File: src/rtl/pc_next_unit.sv
// Program-counter stage: sequential fetch, stall/wait-state holds, and branch/jump
// redirects, including redirects parked while instruction memory is busy.
// Optional macro PC_REDIRECT_COUNT_EN adds a saturating redirect_cnt output.
module pc_next_unit #(
  parameter logic [31:0] RESET_VECTOR = 32'h0000_0000,
  parameter int          PC_STEP      = 4
) (
  input  logic        clk,
  input  logic        reset,
  input  logic        stall,
  input  logic        imem_busy,
  input  logic        branch_taken,
  input  logic [31:0] offset_ext,
  input  logic        jump,
  input  logic [25:0] jump_target,
  output logic [31:0] pc,
  output logic [31:0] pc_plus4,
  output logic        fetch_valid,
  output logic        flush
`ifdef PC_REDIRECT_COUNT_EN
  ,
  output logic [15:0] redirect_cnt
`endif
);

  typedef enum logic [1:0] {BOOT, RUN, PENDING} state_t;

  // Handshake: there is no ready/valid pair here; imem_busy acts as the
  // memory's "not ready", and fetch_valid is only asserted in RUN while ready.
  state_t      state;
  state_t      state_next;
  logic [31:0] pc_next;
  logic [31:0] pend_target;
  logic [31:0] pend_next;
  logic [31:0] off_scaled;
  logic [31:0] branch_target;
  logic [31:0] jump_addr;
  logic [31:0] target;
  logic        redirect;
  logic        flush_next;

  assign pc_plus4      = pc + 32'(PC_STEP);
  assign off_scaled    = offset_ext << 2;
  assign branch_target = pc_plus4 + off_scaled;
  assign jump_addr     = {pc_plus4[31:28], jump_target, 2'b00};
  assign target        = jump ? jump_addr : branch_target;
  assign redirect      = jump | branch_taken;
  assign fetch_valid   = (state == RUN) & ~imem_busy & ~reset;

  always_comb begin
    state_next = state;
    pc_next    = pc;
    pend_next  = pend_target;
    flush_next = 1'b0;
    case (state)
      BOOT: state_next = RUN;
      RUN: begin
        if (redirect && !imem_busy) begin
          pc_next    = target;
          flush_next = 1'b1;
        end else if (redirect) begin
          pend_next  = target;
          state_next = PENDING;
        end else if (!(stall || imem_busy)) begin
          pc_next = pc_plus4;
        end
      end
      PENDING: begin
        // The parked redirect wins over any later one and ignores stall.
        if (!imem_busy) begin
          pc_next    = pend_target;
          flush_next = 1'b1;
          state_next = RUN;
        end
      end
      default: state_next = BOOT;
    endcase
  end

  always_ff @(posedge clk) begin
    if (reset) begin
      state       <= BOOT;
      pc          <= RESET_VECTOR;
      pend_target <= 32'h0000_0000;
      flush       <= 1'b0;
    end else begin
      state       <= state_next;
      pc          <= pc_next;
      pend_target <= pend_next;
      flush       <= flush_next;
    end
  end

`ifdef PC_REDIRECT_COUNT_EN
  always_ff @(posedge clk) begin
    if (reset) begin
      redirect_cnt <= 16'h0000;
    end else if (flush_next && (redirect_cnt != 16'hFFFF)) begin
      redirect_cnt <= redirect_cnt + 16'h0001;
    end
  end
`endif

endmodule

File: config.mk
export PLATFORM = sky130hd
export DESIGN_NAME = pc_next_unit
export DESIGN_NICKNAME = d
export VERILOG_FILES = /design/src/rtl/pc_next_unit.sv
export SDC_FILE = /design/constraint.sdc
export NUM_CORES = 1
export LEC_CHECK = 0
export ABC_AREA = 1
export CORE_MARGIN = 1.5
export CORE_UTILIZATION = 53
export DETAILED_ROUTE_END_ITERATION = 12
export GPL_TIMING_DRIVEN = 0
export PLACE_DENSITY = 0.81
export SYNTH_ARGS = -nofsm -noshare
export SYNTH_HDL_FRONTEND = slang
export SYNTH_SLANG_ARGS = --single-unit
File: constraint.sdc
create_clock -name clk -period 3.1 [get_ports clk]
set_input_delay 0.31 -clock clk [delete_from_list [all_inputs] [get_ports clk]]
set_output_delay 0.31 -clock clk [all_outputs]
set_load 0.05 [all_outputs]
Word level (Yosys, flattened, before mapping). Index checks and enable logic that the tools add are counted. Widths: inputs -> output; s select.

Bitwise gates (word level): 6. Reduce and logical (&&, ||, !) cells: 8. Equality and inequality tests: 7. $add $sub $neg: 2. Muxes and demuxes: 13.

Operator list (count): $mux 32 (5); $pmux 32 s2 (1); $add 32x3->32 const B (1); $add 32x32->32 (1); $mux 2 (3); $ne 2x2->1 const B (3); $pmux 2 s3 (1); $reduce_and 3->1 (2); $reduce_and 4->1 (1); $ne 3x2->1 const B (1); $ne 3x3->1 const B (1); $not 1->1 (3); $and 1x1->1 (2); $eq 2x1->1 const B (1); $eq 2x2->1 const B (1); $logic_not 2->1 (1); $mux 1 (2); $pmux 1 s2 (1); $reduce_bool 2->1 (1); $logic_and 1x1->1 (1); $logic_not 1->1 (1); $logic_or 1x1->1 (1); $or 1x1->1 (1).

Word-level logic and storage cells: 40. Bits in registers: 67. Output and inout port bits: 66. Bits of input ports: 64.

Logic depth before layout (Yosys ltp). Gate-level depths: netlist of the first run.

Word-level depth: 5. Depth in mapped cells: 27. Gate-level depth less buffers: 27.

Least setup slack after synthesis of the first run. Ideal clock, no wire load.

Path kind: reg-to-reg. From: register pc[2]. To: register pc[30]. Data required time: 2.968 ns. Arrival time: 3.873 ns. Path slack: -0.905 ns. Path buffers: 0. Cell stages (with the launch flop): 17. Period minus slack after synthesis: 4.005 ns. Path through: dfxtp_1 > inv_1 > nor2_2 > nand2_2 > nor3b_4 > xor2_1 > ha_1 > a21oi_1 > inv_1 > nand2_1 > nand3_1 > a21oi_1 > nand3_1 > nand3_1 > nand3_1 > nand2_1 > a21oi_1.

Cells in the longest elaborated chain, start to end: 5. Elaborated cells between the ends (all ways): 7. Those cells by class: 2 x add/sub; 5 x mux.

Ends and longest elaborated chain: from (decl) (RTL line 16) `output logic [31:0] pc,`; from (signal assigned) (RTL line 88) `pc <= pc_next;`; $add 32x3->32 (RTL line 42) `assign pc_plus4 = pc + 32'(PC_STEP);`; named net pc_plus4[2] (RTL line 17) `output logic [31:0] pc_plus4,`; $add 32x32->32 (RTL line 44) `assign branch_target = pc_plus4 + off_scaled;`; $mux 32 (RTL line 46) `assign target = jump ? jump_addr : branch_target;`; $mux 32 (RTL line 58) `if (redirect && !imem_busy) begin`; $pmux 32 s2 (RTL line 55) `case (state)`.

The timed path passes the listed nets, and every way through them passes these cells. The select of a mux whose other input is x is not followed. A chain may end at the register's enable or synchronous reset.

Final worst setup path of the first run.
From: register pc[2]. To: register pc[26].

Cells in the longest elaborated chain, start to end: 5. Elaborated cells between the ends (all ways): 7. Those cells by class: 2 x add/sub; 5 x mux.

Ends and longest elaborated chain (RTL line): $add 32x3->32 (*) (42); $add 32x32->32 or $mux 32 (tied branches) (44, 64); $mux 32 (on tied branches) (46, 61); $mux 32 (*) (58); $pmux 32 s2 (*) (55).

Every way passes the cells marked *; elsewhere a longest branch is shown, timed or not. The select of a mux whose other input is x is not followed.

==> results.md, run 1 <==
* CP Max Fanout at 5
* Cells along the critical path: ha_4 -> nand2_2 -> inv_2 -> nand3_4 -> nor3_4 -> nand2_2 -> nor2_4 -> nand3_2 -> nand2_4 -> clkinvlp_4 -> ha_4 -> nand2_4 -> nor3_4 -> nand2_1 -> nor2_1 -> nand2_1 -> nand3_1 -> nand2_1 -> nand3_2 -> nand3_2 -> nand2_1 -> a21oi_1
* Syn Inst Count at 1084
* Worst path slowest cell: dfxtp_4
* Via density at 5.864
* PD cells at 479.0 nW/µm²
* Data arrival, critical path at 3.47 ns
* Rel. slew slack at 0.4357
* CTS max path bufs at 2
* Final min period at 3.268 ns
* Avg Cell Area, Syn at 5.906 µm²
* Number of DRC markers in iteration 0 at 1029
* Max-slew violations at 0
* Initial DRT Pass Iterations at 6
* Final net count at 1351
* End of the critical path: pc[26]
* Most common cell in the netlist: nand2_1
* Total I/O pin count at 130
* Synthesis Warnings at 0
* Reg2reg end: pc[26]
* WP buf/inv at 2
* Final setup violation count at 29
* Crit share post-route at 1.054
* CP Depth at 22
* Critical path class: register to register
* Share of the synthesized area in the top cell type at 0.2095
* Crit path top cell by count: nand2_1
* Cell count after placement at 1353
* Synth cell types at 51
* Top FF cell, synth: dfxtp_1
* Clock sink total at 67
* Mapped Area at 6402 µm²
* WL/cell at 18.73 µm
* Seq cells post-synth at 67
* FF-to-FF path depth at 22
* CP delay by family, top: simple AND/OR/NAND/NOR gates
* Die Area at 12750 µm²
* Total gr overflow at 0
* Status: finished, violations left
* Register area share after synthesis at 0.2095
* Initial core utilization at 0.5513
* HPWL Detailed at 18870 µm
* Placement Setup Slack at -0.4080 ns
* Failing checks: negative setup slack
* Root Buffer: clkbuf_16
* Port Buf Inserts at 126
* Share of cells above drive strength 1 at 0.2168
* Clk_lat worst skew at 0.34 ns
* Critical path data required time at 3.30 ns
* GRT Overall Usage at 0.3834
* Hold WS at 0.4797 ns
* Clock transition at the registers of the reported paths at 0.05 ns
* Dominant cells by area after synthesis: dfxtp_1, nand2_1, inv_1
* Slack of the critical path at -0.1677 ns
* Layout area overhead at 45.98%
* Unrepaired setup endpoints after global routing: yes
* Die Y at 112.9 µm
* Site Rows at 39
* Worst Tran Pin Value at 0.8465 ns
* Net count after synthesis at 1188
* CP Launch Point: pc[2]
* CP max stage delay at 0.38 ns
* Antenna cells at 0
* Fill cells at 878
* CTS tree: done
* Routability congestion estimate at 1.007
* Leakage power figure at 4.349 nW
* Worst R2R Setup Slack at -0.17 ns
* Worst Hold Class: register to register
* Worst IR Drop VDD at 390.3 µV
* Critical path endpoint category: register
* MaxCap Viol Count at 0
* Synth area leader: dfxtp_1
* Core area at 11610 µm²
* Hold Vio Cnt, Final at 0
* Ys async rst share at 0
* DRT antenna net count at 0
* Fmax at 306.0 MHz
* Initial antenna violation count at 0
* Num CTS Buffers at 9
* Post-synth EDFFs at 0
* Critical Path Source Type: register
* Worst Skew at 0.006277 ns
* Via count at 8169
* Cts hold-fix bufs at 0
* H-tree levels at 3
* Drt total wl at 26090 µm
* Die Wd at 112.9 µm
* Final std cells w/o fill at 1393
* Synth cell count leaders: nand2_1, inv_1, nand3_1, nor2_1, a21oi_1
* Largest net degree at the start of global routing at 11
* Vias in the first global route at 7276
* DRC at 0
* First-pass GRT wire length at 37530 µm
* R2r startpoint: pc[2]
cells in the final DEF, fill, tap and decap left out, types with 11 or more instances in the layout:
| cell type | count |
|---|---|
| nand2_1 | 293 |
| inv_1 | 143 |
| clkdlybuf4s50_1 | 124 |
| a21oi_1 | 69 |
| nand3_1 | 65 |
| nor2_1 | 59 |
| o21ai_0 | 47 |
| dfxtp_1 | 44 |
| nand3_2 | 35 |
| nand2_2 | 30 |
| buf_4 | 25 |
| clkbuf_1 | 23 |
| o211ai_1 | 22 |
| inv_2 | 21 |
| ha_1 | 20 |
| nor2_4 | 17 |
| a21oi_2 | 15 |
| nor2_2 | 15 |
| ha_4 | 15 |
| dfxtp_2 | 14 |
| xor2_2 | 11 |
routing by layer:
layer  part of all wire  vias to the layer above  GRT usage  wire length (µm)
met5                  0                        -          0                 0
met4              0.044                        0     0.1550              1146
met3               0.12                      130    0.06588              3083
met2               0.44                      545     0.6224             11600
met1               0.39                     3694     0.5088             10260
li1                   -                     3800          -                 -
area by class of cell:
class / count / area [µm²] / area share
inverter: 167 / 634.4 / 0.06787
clock buffer: 12 / 246.5 / 0.02637
multi-input combinational: 816 / 5224 / 0.5589
clock inverter: 2 / 37.54 / 0.004016
buffer: 34 / 146.4 / 0.01566
sequential: 67 / 1393 / 0.1490
tap: 143 / 178.9 / 0.01914
timing repair buffer: 152 / 1486 / 0.1590
cell families (layout without fill, tap and decap cells):
family / after synthesis / after routing / synth area share
flops: 67 / 67 / 0.2095
compound gates: 183 / 183 / 0.1634
xor+xnor: 30 / 30 / 0.04221
simple gates: 561 / 561 / 0.3817
mux: 2 / 2 / 0.003127
fa+ha+maj: 40 / 40 / 0.07934
buf+inv: 201 / 367 / 0.1208
how the worst min path moves through the flow:
stage                   startpoint  cells after the start        endpoint  slack (ns)
floorplan                imem_busy                      1           flush        0.39
global placement    pend_target[2]                      2  pend_target[2]        0.44
detailed placement  pend_target[2]                      2  pend_target[2]        0.44
CTS                 pend_target[2]                      2  pend_target[2]        0.45
global route        pend_target[3]                      1  pend_target[3]        0.48
finish              pend_target[1]                      2           pc[1]        0.48
power by group:
part / internal (mW) / switching, mW / total, mW
Sequential: 0.975 / 0.145 / 1.12
Combinational: 0.825 / 1.53 / 2.36
Clock: 0.635 / 0.363 / 0.998
stage by stage:
stage | setup TNS, ns | instance area [µm²] | utilization | power (mW)
5_1_grt | -7.110 | 9346 | 0.8048 | 4.666
3_5_place_dp | -8.248 | 8155 | 0.7022 | 3.182
2_1_floorplan | -1.128 | 6715 | - | 2.507
6_report | -2.640 | 9346 | 0.8048 | 4.477
4_1_cts | -0.01773 | 8652 | 0.7450 | 4.222
3_3_place_gp | -6.982 | 8155 | 0.7022 | 3.162
sequential cells by signal (all words and copies together) (netlist names):
name / cells
flush: 1
pc: 32
pend_target: 32
state: 2
repair_timing:
action	4_1_cts	5_1_grt
pin swaps	10	58
setup buffers	7	19
endpoints found under the setup margin	46	47
resized for setup	33	129
worst register-to-register path, stage by stage (launching register included):
cell and delay [ns]:
dfxtp_4 0.38, ha_4 0.14, nand2_2 0.05, inv_2 0.08, nand3_4 0.11, nor3_4 0.25
nand2_2 0.14, nor2_4 0.15, nand3_2 0.10, nand2_4 0.12, clkinvlp_4 0.14, ha_4 0.35
nand2_4 0.09, nor3_4 0.23, nand2_1 0.10, nor2_1 0.11, nand2_1 0.08, nand3_1 0.08
nand2_1 0.06, nand3_2 0.12, nand3_2 0.09, nand2_1 0.11, a21oi_1 0.06
Power figures use the tool's default switching activity.
==> run 2: changes to the inputs <==
--- a/config.mk
+++ b/config.mk
@@ -7,10 +7,11 @@
 export LEC_CHECK = 0
 export ABC_AREA = 1
 export CORE_MARGIN = 1.5
-export CORE_UTILIZATION = 53
+export CORE_UTILIZATION = 57
+export CTS_BUF_LIST = sky130_fd_sc_hd__clkbuf_4 sky130_fd_sc_hd__clkbuf_8 sky130_fd_sc_hd__clkbuf_16
 export DETAILED_ROUTE_END_ITERATION = 12
 export GPL_TIMING_DRIVEN = 0
-export PLACE_DENSITY = 0.81
+export PLACE_DENSITY = 0.86
 export SYNTH_ARGS = -nofsm -noshare
 export SYNTH_HDL_FRONTEND = slang
 export SYNTH_SLANG_ARGS = --single-unit
==> constraint.sdc (replaced) <==
create_clock -name clk -period 4.1 [get_ports clk]
set_input_delay 0.41 -clock clk [delete_from_list [all_inputs] [get_ports clk]]
set_output_delay 0.41 -clock clk [all_outputs]
set_load 0.05 [all_outputs]
==> results.md, run 2 (synthesized netlist as in run 1, its figures left out) <==
* Status: finished clean
* Port Buf Inserts at 126 (unchanged)
* Via density at 5.690 (-3.0%)
* Initial DRT Pass Iterations at 6 (unchanged)
* DRT antenna net count at 0 (unchanged)
* Num CTS Buffers at 9 (unchanged)
* Site Rows at 38 (-2.6%)
* Critical path data required time at 4.32 ns (+1.02 ns)
* Leading cell type in the layout, fill and taps excluded: nand2_1
* Largest registers: pc x32, pend_target x32, state x2
* Largest net degree at the start of global routing at 12 (+1)
* Worst Tran Pin Value at 0.7217 ns (-0.1248 ns)
* Number of DRC markers in iteration 0 at 1025 (-0.39%)
* Critical path endpoint category: register
* DRC at 0 (unchanged)
* Data arrival, critical path at 3.91 ns (+0.44 ns)
* Leakage power figure at 4.008 nW (-7.9%)
* Die Y at 109.0 µm (-3.5%)
* Antenna cells at 0 (unchanged)
* Power share of the combinational group at 0.535 (+0.008)
* Rel. slew slack at 0.5189 (+0.08319)
* Share of cells above drive strength 1 at 0.05143 (-0.1654)
* CTS max path bufs at 2 (unchanged)
* Total gr overflow at 0 (unchanged)
* Clock sink total at 67 (unchanged)
* MaxCap Viol Count at 0 (unchanged)
* Root Buffer: clkbuf_8
* Hold Vio Cnt, Final at 0 (unchanged)
* Critical Path Source Type: register
* GRT Overall Usage at 0.3945 (+0.01114)
* Fmax at 271.4 MHz (-11%)
* P_sw at 1.401 mW (-31%)
* Sw Ratio at 0.4840 (+0.02802)
* Hold path start: pend_target[2]
* Most frequent cells in the layout: nand2_1, inv_1, clkdlybuf4s50_1
* FF-to-FF path depth at 19 (-14%)
* WL/cell at 17.03 µm (-9.1%)
* HPWL Detailed at 18530 µm (-1.8%)
* Total I/O pin count at 130 (unchanged)
* Final net count at 1325 (-1.9%)
* Clock power frac at 0.183 (-0.040)
* Die Area at 11880 µm² (-6.8%)
* Reg2reg end: pc[24]
* Hold Path End: pend_target[2]
* Worst Skew at 0.01830 ns (+0.01203 ns)
* Worst R2R Setup Slack at 0.41 ns (+0.58 ns)
* Initial core utilization at 0.5880 (+0.03674)
* Setup_tns at 0 ns (+2.640 ns)
* Layout area overhead at 25.29%
* Critical path class: register to register
* Via count at 7767 (-4.9%)
* Fill cells at 983 (+12%)
* Clk_lat worst skew at 0.37 ns (+0.03 ns)
* Util after Layout at 0.7367 (-0.06806)
* Crit share post-route at 0.8988 (-0.1553)
* Worst IR Drop VDD at 299.5 µV (-23%)
* Resize count post-CTS at 0 (-100%)
* First-pass GRT wire length at 34910 µm (-7.0%)
* Final setup violation count at 0 (-100%)
* Hold Crit Depth at 2 (unchanged)
* Internal at 1.493 mW (-39%)
* Sequential Power Share at 0.282 (+0.032)
* Max-slew violations at 0 (unchanged)
* PD cells at 360.8 nW/µm² (-25%)
* Cell count after placement at 1350 (-0.22%)
* Die Wd at 109.0 µm (-3.5%)
* Final std cells w/o fill at 1365 (-2.0%)
* Drt total wl at 23240 µm (-11%)
* Routability congestion estimate at 1.040 (+3.3%)
* CP Max Fanout at 5 (unchanged)
* Initial antenna violation count at 0 (unchanged)
* Unrepaired setup endpoints after global routing: no
* Final min period at 3.685 ns (+0.4174 ns)
* CTS tree: done
* Clock transition at the registers of the reported paths at 0.08 ns (+0.03 ns)
* H-tree levels at 3 (unchanged)
* Post-CTS Setup Repair Bufs at 0 (-7)
* R2r startpoint: pc[16]
* Core area at 10890 µm² (-6.2%)
* Worst Hold Class: register to register
* Vias in the first global route at 6853 (-5.8%)
* Cts hold-fix bufs at 0 (unchanged)
==> run 2: per-stage QoR <==
stage	hold WS (ns)	setup WS, ns	power [mW]	instance area, µm²
2_1_floorplan	0.4268	0.09502	1.825	6402
3_3_place_gp	0.4402	0.5684	2.311	7839
3_5_place_dp	0.4462	0.5128	2.331	7839
4_1_cts	0.4597	0.4864	2.849	8021
5_1_grt	0.4785	0.1509	3.026	8021
6_report	0.4564	0.4149	2.895	8021
==> run 2: layer usage <==
metal / share of wire / track usage / vias to the layer above
li1: - / - / 3755
met1: 0.41 / 0.5262 / 3460
met2: 0.44 / 0.6250 / 478
met3: 0.12 / 0.07173 / 74
met4: 0.032 / 0.1626 / 0
met5: 0 / 0 / -
==> run 2: worst max path at each step <==
stage | start | to | slack [ns] | cells past startpoint
after floorplan | pc[2] | pc[30] | 0.1 | 16
after global placement | pc[15] | pc[24] | 0.57 | 19
after detailed placement | pc[3] | pc[22] | 0.51 | 20
after CTS | pc[3] | pc[22] | 0.49 | 20
after global routing | pc[3] | pend_target[22] | 0.15 | 21
final | pc[16] | pc[24] | 0.41 | 19
==> run 2: layout make-up <==
cell class | instances | area, µm² | share of cell area
repair buffers | 126 | 1261 | 0.1572
clock buffers | 12 | 158.9 | 0.01981
well taps | 140 | 175.2 | 0.02184
flip-flops and latches | 67 | 1341 | 0.1672
plain buffers | 34 | 146.4 | 0.01825
clock inverters | 3 | 23.77 | 0.002964
multi-input cells | 816 | 4288 | 0.5345
inverters | 167 | 626.9 | 0.07815
==> run 2: power groups by stage <==
stage	clock [mW]	sequential, mW	combinational (mW)
floorplan	0	0.949	0.877
global placement	0	0.824	1.49
detailed placement	0	0.825	1.51
CTS	0.523	0.812	1.51
global route	0.545	0.824	1.66
finish	0.530	0.817	1.55
==> run 2: worst max-delay path: stages, from the launching register on <==
cell and delay (ns):
dfxtp_1 0.44, nand2_1 0.16, nor3_1 0.26, nand3_1 0.21, nor2_1 0.13, nand3_1 0.19, xor2_1 0.32, inv_1 0.12
ha_1 0.41, nand2_1 0.12, nor2_1 0.24, nand2_1 0.11, nor2_1 0.10, nand2_1 0.09, nand3_1 0.10, nand2_1 0.05
nand3_1 0.20, nand3_1 0.11, nand2_1 0.10, a21oi_1 0.06
